## src/rtl/md_controller.sv

```systemverilog
// HI/LO multiply-divide controller: sequences the shared 32x32 multiplier for EX,
// owns the architectural HI/LO registers and stalls the pipeline on HI/LO hazards.
module md_controller #(
  parameter int MUL_LAT = 1,
  parameter int CNT_W   = 4
) (
  input  logic        Clk,
  input  logic        Reset,
  input  logic        Start,
  input  logic        Is_signed,
  input  logic [31:0] A,
  input  logic [31:0] B,
  input  logic        Flush,
  input  logic        MfReq,
  input  logic        MfSel,
  input  logic        MtWe,
  input  logic [31:0] MtData,
  input  logic [63:0] Mul_s,
  output logic        Mul_start,
  output logic [31:0] Mul_a,
  output logic [31:0] Mul_b,
  output logic        Mul_signed,
  output logic        Busy,
  output logic        Stall,
  output logic [31:0] MfData,
  output logic [31:0] Hi,
  output logic [31:0] Lo
);

  typedef enum logic [1:0] {
    IDLE  = 2'd0,
    ISSUE = 2'd1,
    WAIT  = 2'd2
  } state_e;

  localparam logic [CNT_W-1:0] CNT_INIT = CNT_W'(MUL_LAT - 1);
  localparam logic [CNT_W-1:0] CNT_ONE  = CNT_W'(1);

  state_e             state_q, state_d;
  logic [CNT_W-1:0]   cnt_q, cnt_d;
  logic [31:0]        hi_q, hi_d;
  logic [31:0]        lo_q, lo_d;
  logic [31:0]        a_q, a_d;
  logic [31:0]        b_q, b_d;
  logic               signed_q, signed_d;

  // NOTE: sequential state uses non-blocking assignments so every register
  // samples the pre-edge values of the others, independent of statement order.
  always_ff @(posedge Clk) begin
    if (Reset) begin
      state_q  <= IDLE;
      cnt_q    <= '0;
      hi_q     <= '0;
      lo_q     <= '0;
      a_q      <= '0;
      b_q      <= '0;
      signed_q <= 1'b0;
    end else begin
      state_q  <= state_d;
      cnt_q    <= cnt_d;
      hi_q     <= hi_d;
      lo_q     <= lo_d;
      a_q      <= a_d;
      b_q      <= b_d;
      signed_q <= signed_d;
    end
  end

  // NOTE: every signal written here gets a default first, so no path through
  // the case statement can leave one unassigned and infer a latch.
  always_comb begin
    state_d   = state_q;
    cnt_d     = cnt_q;
    hi_d      = hi_q;
    lo_d      = lo_q;
    a_d       = a_q;
    b_d       = b_q;
    signed_d  = signed_q;
    Mul_start = 1'b0;

    unique case (state_q)
      IDLE: begin
        // Start wins over a simultaneous mthi/mtlo.
        if (Start && !Flush) begin
          a_d      = A;
          b_d      = B;
          signed_d = Is_signed;
          state_d  = ISSUE;
        end else if (MtWe && !Flush) begin
          if (MfSel) hi_d = MtData;
          else       lo_d = MtData;
        end
      end
      ISSUE: begin
        Mul_start = 1'b1;
        cnt_d     = CNT_INIT;
        state_d   = WAIT;
      end
      WAIT: begin
        if (cnt_q != '0) begin
          cnt_d = cnt_q - CNT_ONE;
        end else begin
          hi_d    = Mul_s[63:32];
          lo_d    = Mul_s[31:0];
          state_d = IDLE;
        end
      end
      default: state_d = IDLE;
    endcase
  end

  // Any HI/LO access or new multiply while one is in flight must wait.
  assign Busy       = (state_q != IDLE);
  assign Stall      = Busy & (Start | MfReq | MtWe) & ~Flush;
  assign MfData     = MfSel ? hi_q : lo_q;
  assign Hi         = hi_q;
  assign Lo         = lo_q;
  assign Mul_a      = a_q;
  assign Mul_b      = b_q;
  assign Mul_signed = signed_q;

endmodule

```

## config.mk

```make
export PLATFORM = sky130hd
export DESIGN_NAME = md_controller
export DESIGN_NICKNAME = d
export VERILOG_FILES = /design/src/rtl/md_controller.sv
export SDC_FILE = /design/constraint.sdc
export NUM_CORES = 1
export LEC_CHECK = 0
export ABC_AREA = 1
export ABC_CLOCK_PERIOD_IN_PS = 1700
export BUFFER_PORTS_ARGS = -buffer_cell sky130_fd_sc_hd__buf_2
export CAP_MARGIN = 5
export CORE_UTILIZATION = 32
export DETAILED_ROUTE_END_ITERATION = 6
export PLACE_DENSITY_LB_ADDON = 0.2
export SKIP_CTS_REPAIR_TIMING = 1
export SLEW_MARGIN = 20
export SYNTH_ARGS = -nofsm -noshare
export SYNTH_HDL_FRONTEND = slang
export SYNTH_SLANG_ARGS = --single-unit
export TNS_END_PERCENT = 30
```

## constraint.sdc

```tcl
create_clock -name Clk -period 1.7 [get_ports Clk]
set_input_delay 0.085 -clock Clk [delete_from_list [all_inputs] [get_ports Clk]]
set_output_delay 0.085 -clock Clk [all_outputs]
set_load 0.01 [all_outputs]
```

* Yosys cells after proc, flatten, opt, wreduce, memory -nomap -nowiden
Cells that the tools add are included.
** Storage, ports and cells
- Bits of input ports :: 168
- Register bits :: 135
- Output and inout port bits :: 164
** Cells by class
- Reduce and logical (&&, ||, !) cells :: 13
- Add/subtract/negate cells :: 1
- Equal/unequal tests :: 9
- Bitwise logic cells :: 5
- Multiplexer cells :: 17
** Operators by type and width (count)
- $mux W32 :: 9
- $pmux W32 S2 :: 2
- $ne A2 B2 Y1 const B :: 7
- $reduce_and A5 Y1 :: 2
- $pmux W4 S2 :: 1
- $pmux W2 S3 :: 1
- $reduce_and A2 Y1 :: 3
- $reduce_bool A2 Y1 :: 3
- $mux W2 :: 2
- $mux W4 :: 1
- $reduce_bool A4 Y1 :: 1
- $sub A4 B1 Y4 const B :: 1
- $and A1 B1 Y1 :: 2
- $eq A2 B1 Y1 const B :: 1
- $eq A2 B2 Y1 const B :: 1
- $logic_and A1 B1 Y1 :: 2
- $logic_not A2 Y1 :: 1
- $or A1 B1 Y1 :: 2
- $logic_not A1 Y1 :: 1
- $mux W1 :: 1
- $not A1 Y1 :: 1

* Longest topological paths before layout
Gate-level depths: netlist of the first run.
- Depth after elaboration :: 5
- Mapped depth :: 9
- Gate-level depth less buffers :: 8

* Worst setup path before layout of the first run
Ideal clock, no wire load.
- Path type :: register to register
- Start :: register cnt_q[0]
- End :: register lo_q[24] (netlist: Lo[24])
- Library setup time :: 0.115 ns
- Stages on the path, launching flop included :: 9
- Buffers on the path :: 2
- Required time :: 1.585 ns
- Setup slack :: 0.397 ns
- Period minus slack after synthesis :: 1.303 ns
- Arrival :: 1.188 ns
- Cell sequence :: dfxtp_1 inv_1 ha_1 nand3_1 nand2_1 buf_4 buf_4 a21oi_1 nor2_1
** Between the ends
- Longest elaborated chain between the ends :: 3
** RTL lines
- from (decl) :: line 40 : logic [CNT_W-1:0] cnt_q, cnt_d;
- from (signal assigned) :: line 60 : cnt_q <= cnt_d;
- $reduce_bool A4 Y1 :: line 100 : if (cnt_q != '0) begin
- $ne A2 B2 Y1 (no line)
- $reduce_and A5 Y1 (no line)
- to (signal assigned) :: line 62 : lo_q <= lo_d;
- to (decl) :: line 42 : logic [31:0] lo_q, lo_d;
Every way passes these cells.
A chain may end at the register's enable or synchronous reset.

* Worst setup path after layout of the first run
- Start :: register state_q[0]
- End :: output Stall
** Between the ends
- Longest elaborated chain between the ends :: 3
** RTL lines
- from (decl) :: line 39 : state_e state_q, state_d;
- from (signal assigned) :: line 59 : state_q <= state_d;
- $reduce_bool A2 Y1 :: line 113 : assign Busy = (state_q != IDLE);
- $and A1 B1 Y1 (2 in series) :: line 114 : assign Stall = Busy & (Start | MfReq | MtWe) & ~Flush;
- to (decl) :: line 24 : output logic Stall,
Every way passes these cells.

==> results of run 1 <==
state kept, by name, indices dropped and copies added (netlist names):
signal	count
Mul_b	32
cnt_q	4
Hi	32
Mul_signed	1
Lo	32
Mul_a	32
state_q	2
cell usage in the layout, fill, tap and decap left out, types with 2 or more instances in the layout:
master and count:
nor3_1 3, o21ai_4 2, buf_4 8, inv_8 5, ha_1 2, inv_1 70, nand3_1 132, a21oi_1 69
o21ai_0 58, buf_12 12, dfxtp_1 134, o21ai_1 7, clkinvlp_4 3, clkinv_2 2, dlygate4sd3_1 65, nand2_1 265
inv_2 3, clkbuf_16 17, inv_6 4, nor2_1 200, buf_2 331
kinds of logic after synthesis:
logic type	after synthesis	synth area share [%]
adders and majority gates	2	0.382
DFF	135	41.3
and+or+nand+nor	606	37.6
AOI/OAI and AO/OA	136	10.5
buffers and inverters	152	10.2
critical path, cell delays in order (launching register included):
cell	delay [ns]
dfxtp_1	0.42
nor2_4	0.07
buf_4	0.17
nor3_1	0.15
buf_2	0.15
layer usage:
| metal | vias up | share of wire, % | GRT usage [%] |
|---|---|---|---|
| met3 | 21 | 7.5 | 6.54 |
| met5 | - | 0.056 | 0 |
| li1 | 3963 | - | - |
| met4 | 2 | 1.2 | 6.06 |
| met2 | 286 | 48 | 33.8 |
| met1 | 3426 | 43 | 26.0 |
worst paths after layout:
| path | slack [ns] | end | startpoint |
|---|---|---|---|
| worst min-delay path | -0.02 | Mul_a[15] | A[15] |
| worst max-delay path | 0.25 | Stall | state_q[0] |
| worst min register to register | 0.46 | cnt_q[0] | cnt_q[0] |
| worst max register to register | 0.28 | Hi[2] | cnt_q[0] |
metrics by stage:
step | std cells | hold WS, ns
finish | 1667 | -0.0168
global route | 1667 | 0.00187
CTS | 1601 | -0.121
detailed placement | 1569 | 0.325
global placement | 1569 | 0.317
floorplan | 1031 | 0.154
final cells by class:
type / count / area, um2 / share of cell area (%)
clock inverter: 15 / 158 / 1.62
antenna: 1 / 2.50 / 0.0258
timing repair buffer: 416 / 2610 / 26.9
multi-input combinational: 744 / 3200 / 33.0
clock buffer: 17 / 425 / 4.38
tap: 265 / 332 / 3.42
inverter: 74 / 279 / 2.87
sequential: 135 / 2700 / 27.9
where the power goes:
| group | switching, mW | total [mW] | internal [mW] |
|---|---|---|---|
| clock network | 1.60 | 3.68 | 2.08 |
| registers | 0.157 | 3.55 | 3.39 |
| logic | 1.00 | 1.79 | 0.782 |
| total | 2.76 | 9.02 | 6.25 |
==> reports/results.tsv, run 1 <==
stage	metric	value	unit
status	status	finished, violations left	
status	violations	hold timing	
critical_path	worstSetupStartpointType	register	
placement	portBuffers	331	
job	maxCapViolations	0	
detailed_routing	via_per_inst	4.62	
synthesis	ys_ff_latch	135	
floorplanning	die_y	145	um
cts	cts_htree_levels	4	
power_and_ir_drop	irDropWorstVdd	647	uV
placement	hpwl	15.6	mm
timing	fin_crit	1.45	ns
timing	report.final.slew_viol_count	0	
cts	clock_latency	0.41	ns
global_route	grt_max_degree	66	
floorplanning	dieArea	21000	um2
synthesis	netlist.area_leader.share	41.3	%
detailed_routing	wl	23.1	mm
global_route	overflow	0	
detailed_routing	drc_errors	0	
cts	cts_tree	built	
synthesis	async_reset_ff_share	0	%
floorplanning	die_x	145	um
critical_path	critical_path_class	register to output pin	
cts	path_clk_slew	0.06	ns
global_route	grt_pass1_wl	34.8	mm
critical_path	reg2regPathDepth	8	
synthesis	synth.cell_area	6540	um2
synthesis	yosysTopAreaCell	dfxtp_1	
cts	cts_sinks	135	
timing	fin_ws	0.248	ns
power_and_ir_drop	p_leak	5.20	nW
floorplanning	io_pins	332	
layout	fin_util	49.1	%
cts	clockBufferDepth	2	
detailed_routing	firstDrtPassIters	5	
timing	hold_viol	1	
synthesis	yosys_warnings	0	
layout	fin_area	9710	um2
timing	fmax	689	MHz
timing	finClkSkew	0.00886	ns
detailed_routing	wl_per_cell	13.9	um
synthesis	synth_edf_count	0	
floorplanning	coreArea	19800	um2
synthesis	synth_cells	1031	
placement	routabilityCongestion	0.848	
detailed_routing	drt_iter0_drc	270	
critical_path	arrival	1.37	ns
placement	post_dp_cell_area	8470	um2
synthesis	yosys-top-cells-count	nand2_1, nor2_1, dfxtp_1	
cts	cts_buffers	17	
detailed_routing	via_count	7698	
synthesis	syn_area_per_cell	6.35	um2
timing	relSlewSlack	69.6	%
layout	drive_gt1_share	28.2	%
timing	setup_viol	0	
synthesis	syn_nets	1201	
critical_path	cp_data_required_time	1.62	ns
worst_hold_path	hold_depth	3	
worst_hold_path	hold_path.class	primary input to register	
global_route	grt_use_total	20.7	%
global_route	grt_pass1_vias	6470	
cts	root_buffer	clkbuf_16	
power_and_ir_drop	power.density	929	nW/um2
timing	rsz0062_at_grt	no	
synthesis	ys_types	21	
placement	place_ws	0.295	ns
synthesis	yosys-top-cells-area	dfxtp_1, nand2_1, nor2_1	
timing	tightest_slew	0.456	ns
timing	whs	-0.0168	ns
floorplanning	initial_core_util	33.1	%
floorplanning	fp-row-count	51	
power_and_ir_drop	p_total	9.02	mW
layout	fillerInstances	2031	
timing	period_share	85.4	%
synthesis	yosysSeqAreaShare	41.3	%
detailed_routing	ant_nets	0	
timing	setup_tns	0	ns
global_route	antenna_found_initial	4	
layout	fin_nets	1558	
critical_path	cp-end-kind	output pin	
synthesis	synth-main-ff-cell	dfxtp_1	
synthesis	synth_most_common_cell	nand2_1	
layout	area_growth	48.3	%
critical_path	cp_max_fo	4	
Power figures use the tool's default switching activity.
==> inputs of run 2 (changes only) <==
--- a/config.mk
+++ b/config.mk
@@ -9,6 +9,7 @@
 export ABC_CLOCK_PERIOD_IN_PS = 1700
 export BUFFER_PORTS_ARGS = -buffer_cell sky130_fd_sc_hd__buf_2
 export CAP_MARGIN = 5
+export CORE_MARGIN = 2
 export CORE_UTILIZATION = 32
 export DETAILED_ROUTE_END_ITERATION = 6
 export PLACE_DENSITY_LB_ADDON = 0.2
==> reports/results.tsv, run 2 (synthesis gave the netlist of run 1 again) <==
stage	metric	value	unit
detailed_routing	ant_nets	0	
floorplanning	die_y	147	um
layout	final_common_cell	buf_2	
status	status	finished, violations left	
critical_path	worstSetupStartpointType	register	
floorplanning	dieArea	21600	um2
job	maxCapViolations	0	
placement	routabilityCongestion	0.846	
layout	fin_area	9670	um2
status	violations	hold timing	
timing	period_share	89.2	%
global_route	antenna_found_initial	5	
placement	placedCellCount	1581	
floorplanning	fp-row-count	52	
floorplanning	io_pins	332	
layout	fillerInstances	2143	
floorplanning	coreArea	20200	um2
cts	root_buffer	clkbuf_16	
critical_path	cp_data_required_time	2.01	ns
cts	path_clk_slew	0.06	ns
cts	cts_tree	built	
timing	fmax	660	MHz
global_route	grt_max_degree	66	
cts	cts_sinks	135	
floorplanning	initial_core_util	32.4	%
worst_hold_path	hold_path.class	primary input to register	
timing	relSlewSlack	68.7	%
global_route	overflow	0	
global_route	grt_pass1_wl	35.5	mm
critical_path	arrival	1.83	ns
timing	fin_crit	1.52	ns
critical_path	cp_max_fo	20	
detailed_routing	firstDrtPassIters	4	
global_route	grt_use_total	20.8	%
power_and_ir_drop	irDropWorstVdd	789	uV
timing	whs	-0.0603	ns
placement	hpwl	16.8	mm
timing	report.final.slew_viol_count	0	
cts	cts_buffers	17	
cts	clock_latency	0.42	ns
timing	rsz0062_at_grt	no	
timing	setup_tns	0	ns
power_and_ir_drop	p_leak	5.20	nW
placement	portBuffers	331	
detailed_routing	via_count	7661	
global_route	grt_pass1_vias	6685	
timing	setup_viol	0	
critical_path	cp-end-kind	register	
cts	cts_htree_levels	4	
floorplanning	die_x	147	um
detailed_routing	drc_errors	0	
layout	mostFrequentLayoutCells	buf_2, nand2_1, nor2_1	
cts	clockBufferDepth	2	
layout	drive_gt1_share	28.5	%
layout	fin_nets	1559	
detailed_routing	wl_per_cell	14.2	um
detailed_routing	drt_iter0_drc	270	
timing	hold_viol	2	
placement	post_dp_cell_area	8480	um2
detailed_routing	via_per_inst	4.58	
power_and_ir_drop	power.density	942	nW/um2
layout	layout.cells.non_filler	1673	
detailed_routing	wl	23.7	mm
layout	area_growth	47.8	%
timing	tightest_slew	0.469	ns
power_and_ir_drop	p_total	9.11	mW
timing	finClkSkew	0.00764	ns
critical_path	critical_path_class	register to register	
==> run 2: cell count changes in the layout (fill, tap and decap cells not counted), sizes merged <==
cell / previous run / this run
inv: 82 / 75
buf: 351 / 358
bufinv: 1 / 3
clkbuf: 17 / 19
clkinv: 3 / 5
dlygate4sd3: 65 / 59
clkinvlp: 3 / 2
diode: 1 / 3
==> run 2: per-layer routing <==
metal / vias to the layer above / share of wire (%) / global-route usage [%] / wire [um]
li1: 3968 / - / - / -
met1: 3383 / 42 / 25.4 / 9930
met2: 286 / 48 / 34.6 / 11300
met3: 20 / 8.9 / 7.45 / 2120
met4: 4 / 1.4 / 5.91 / 341
met5: - / 0.13 / 0 / 30
==> run 2: layout make-up <==
| class | count | area (um2) | area share [%] |
|---|---|---|---|
| Antenna cell | 3 | 7.51 | 0.0776 |
| Tap cell | 270 | 338 | 3.49 |
| Clock inverter | 11 | 150 | 1.55 |
| Multi-Input combinational cell | 744 | 3200 | 33.1 |
| Timing Repair Buffer | 417 | 2550 | 26.4 |
| Sequential cell | 135 | 2700 | 28.0 |
| Inverter | 74 | 279 | 2.89 |
| Clock buffer | 19 | 443 | 4.58 |
==> run 2: where the power goes <==
part	switching (mW)	total, mW	internal (mW)
clock network	1.44	3.77	2.34
registers	0.158	3.55	3.39
logic	1.01	1.78	0.773
total	2.60	9.11	6.50
==> run 2: final timing paths <==
path | from | to | slack, ns | depth (start not counted)
max | state_q[1] | Lo[16] | 0.18 | 8
min | B[10] | Mul_b[10] | -0.06 | 3
max reg2reg | state_q[1] | Lo[16] | 0.18 | 8
min reg2reg | cnt_q[0] | cnt_q[0] | 0.45 | 1
==> run 2: metrics by stage <==
step / setup WS, ns / hold WS (ns) / util, %
after floorplan: 0.397 / 0.154 / -
after global placement: 0.187 / 0.319 / 42.0
after detailed placement: 0.159 / 0.325 / 42.0
after CTS: 0.168 / -0.116 / 45.0
after global routing: 0.0169 / 0.000294 / 47.9
final: 0.184 / -0.0603 / 47.9
==> run 2: critical path, stage by stage, from the launching register on <==
cell and delay, ns:
dfxtp_2 0.38, inv_1 0.06, nor2_1 0.13, nand3_1 0.13, nand2_4 0.26, buf_4 0.25
nand3_1 0.08, nand2_1 0.07, nor2_1 0.04
==> inputs of run 3 (changes only) <==
--- a/config.mk
+++ b/config.mk
@@ -12,7 +12,9 @@
 export CORE_MARGIN = 2
 export CORE_UTILIZATION = 32
 export DETAILED_ROUTE_END_ITERATION = 6
+export HOLD_SLACK_MARGIN = 0.1
 export PLACE_DENSITY_LB_ADDON = 0.2
+export REMOVE_ABC_BUFFERS = 1
 export SKIP_CTS_REPAIR_TIMING = 1
 export SLEW_MARGIN = 20
 export SYNTH_ARGS = -nofsm -noshare
==> reports/results.tsv, run 3 (synthesis gave the netlist of run 1 again) <==
stage	metric	value	unit
placement	portBuffers	331	
global_route	grt_max_degree	72	
layout	mostFrequentLayoutCells	buf_2, nand2_1, nor2_1	
cts	clockBufferDepth	2	
power_and_ir_drop	p_total	9.00	mW
power_and_ir_drop	pwr-share-seq	39.4	%
detailed_routing	firstDrtPassIters	4	
timing	rsz0062_at_grt	no	
detailed_routing	wl	23.4	mm
job	maxCapViolations	0	
timing	report.final.slew_viol_count	0	
layout	final_common_cell	buf_2	
placement	post_dp_cell_area	8490	um2
layout	area_growth	48.7	%
power_and_ir_drop	combPwrFrac	20.0	%
detailed_routing	via_count	7756	
layout	fillerInstances	2074	
layout	fin_area	9730	um2
detailed_routing	via_per_inst	4.62	
critical_path	cp_max_fo	23	
floorplanning	coreArea	20200	um2
timing	tightest_slew	0.487	ns
detailed_routing	wl_per_cell	13.9	um
critical_path	slowest_stage	dfxtp_2	
floorplanning	fp-row-count	52	
timing	relSlewSlack	67.6	%
floorplanning	io_pins	332	
floorplanning	initial_core_util	32.4	%
critical_path	critical_path_class	register to register	
timing	fin_crit	1.49	ns
power_and_ir_drop	p_clk_share	40.6	%
timing	setup_tns	0	ns
timing	period_share	87.7	%
power_and_ir_drop	irDropWorstVdd	635	uV
detailed_routing	drt_iter0_drc	251	
critical_path	crit_chain	buf_4 -> nand2_1 -> buf_4 -> nand2_1 -> nand2_1 -> inv_1 -> nand3_1 -> nand2_1 -> nor2_1	
cts	cts_htree_levels	4	
critical_path	arrival	1.79	ns
timing	fin_ws	0.210	ns
critical_path	crit_top_cell	nand2_1	
floorplanning	die_x	147	um
placement	routabilityCongestion	0.819	
global_route	antenna_found_initial	3	
timing	fmax	671	MHz
power_and_ir_drop	p_sw	2.65	mW
global_route	grt_pass1_vias	6711	
placement	hpwl	15.9	mm
critical_path	cp_data_required_time	2.00	ns
status	status	finished clean	
cts	cts_buffers	17	
detailed_routing	ant_nets	0	
detailed_routing	drc_errors	0	
cts	clock_latency	0.42	ns
placement	place_ws	0.210	ns
worst_hold_path	hold_path.class	primary input to register	
power_and_ir_drop	power.density	925	nW/um2
floorplanning	dieArea	21600	um2
layout	fin_nets	1564	
timing	setup_viol	0	
timing	finClkSkew	0.0107	ns
power_and_ir_drop	switching_share	29.5	%
placement	placedCellCount	1579	
critical_path	cp-end-kind	register	
floorplanning	die_y	147	um
cts	cts_tree	built	
cts	cts_sinks	135	
timing	whs	0.102	ns
timing	hold_viol	0	
global_route	grt_use_total	20.1	%
global_route	overflow	0	
power_and_ir_drop	p_int	6.34	mW
critical_path	max_stage_delay	0.37	ns
power_and_ir_drop	p_leak	5.22	nW
global_route	grt_pass1_wl	34.7	mm
cts	path_clk_slew	0.06	ns
critical_path	worstSetupStartpointType	register	
layout	layout.cells.non_filler	1678	
cts	root_buffer	clkbuf_16	
layout	drive_gt1_share	28.4	%
layout	fin_util	48.2	%
-- run 3: cell count changes in the layout (fill, tap and decap cells not counted), moves of 2 or more --
| cell | delta |
|---|---|
| buf_12 | +2 |
| buf_4 | -4 |
| clkinv_4 | +3 |
| dlygate4sd3_1 | +7 |
-- run 3: final timing paths --
| check | to | start | depth (start not counted) | slack, ns |
|---|---|---|---|---|
| setup / recovery | Hi[24] | state_q[1] | 9 | 0.21 |
| setup reg to reg | Hi[24] | state_q[1] | 9 | 0.21 |
| hold reg to reg | cnt_q[0] | cnt_q[0] | 1 | 0.45 |
| hold / removal | Hi[13] | MtData[13] | 7 | 0.10 |
-- run 3: worst max-delay path: cells and delay by family (launching register included) --
kind	cells	cell delay, ns
flops	1	0.37
simple gates	6	0.45
buf+inv	3	0.54
-- run 3: layer usage --
metal	global-route usage [%]	up-vias	part of all wire, %	routed length (um)
met1	23.8	3444	41	9480
met5	0	-	0	0
met2	34.2	290	49	11500
li1	-	3986	-	-
met3	6.65	36	7.9	1850
met4	7.16	0	2.4	555
-- run 3: layout make-up --
class	count	area, um2	area share [%]
multi-input combinational	744	3200	32.9
timing repair buffer	422	2630	27.0
sequential	135	2700	27.8
inverter	74	279	2.87
antenna	2	5.00	0.0514
clock buffer	17	425	4.37
clock inverter	14	151	1.56
tap	270	338	3.47
-- run 3: power by group through the flow --
stage / Combinational, mW / Sequential [mW] / Clock (mW)
final: 1.80 / 3.54 / 3.65
after global routing: 2.02 / 3.57 / 3.90
after CTS: 1.69 / 3.54 / 3.75
after detailed placement: 1.69 / 3.61 / 0
after global placement: 1.68 / 3.61 / 0
after floorplan: 0.776 / 3.70 / 0
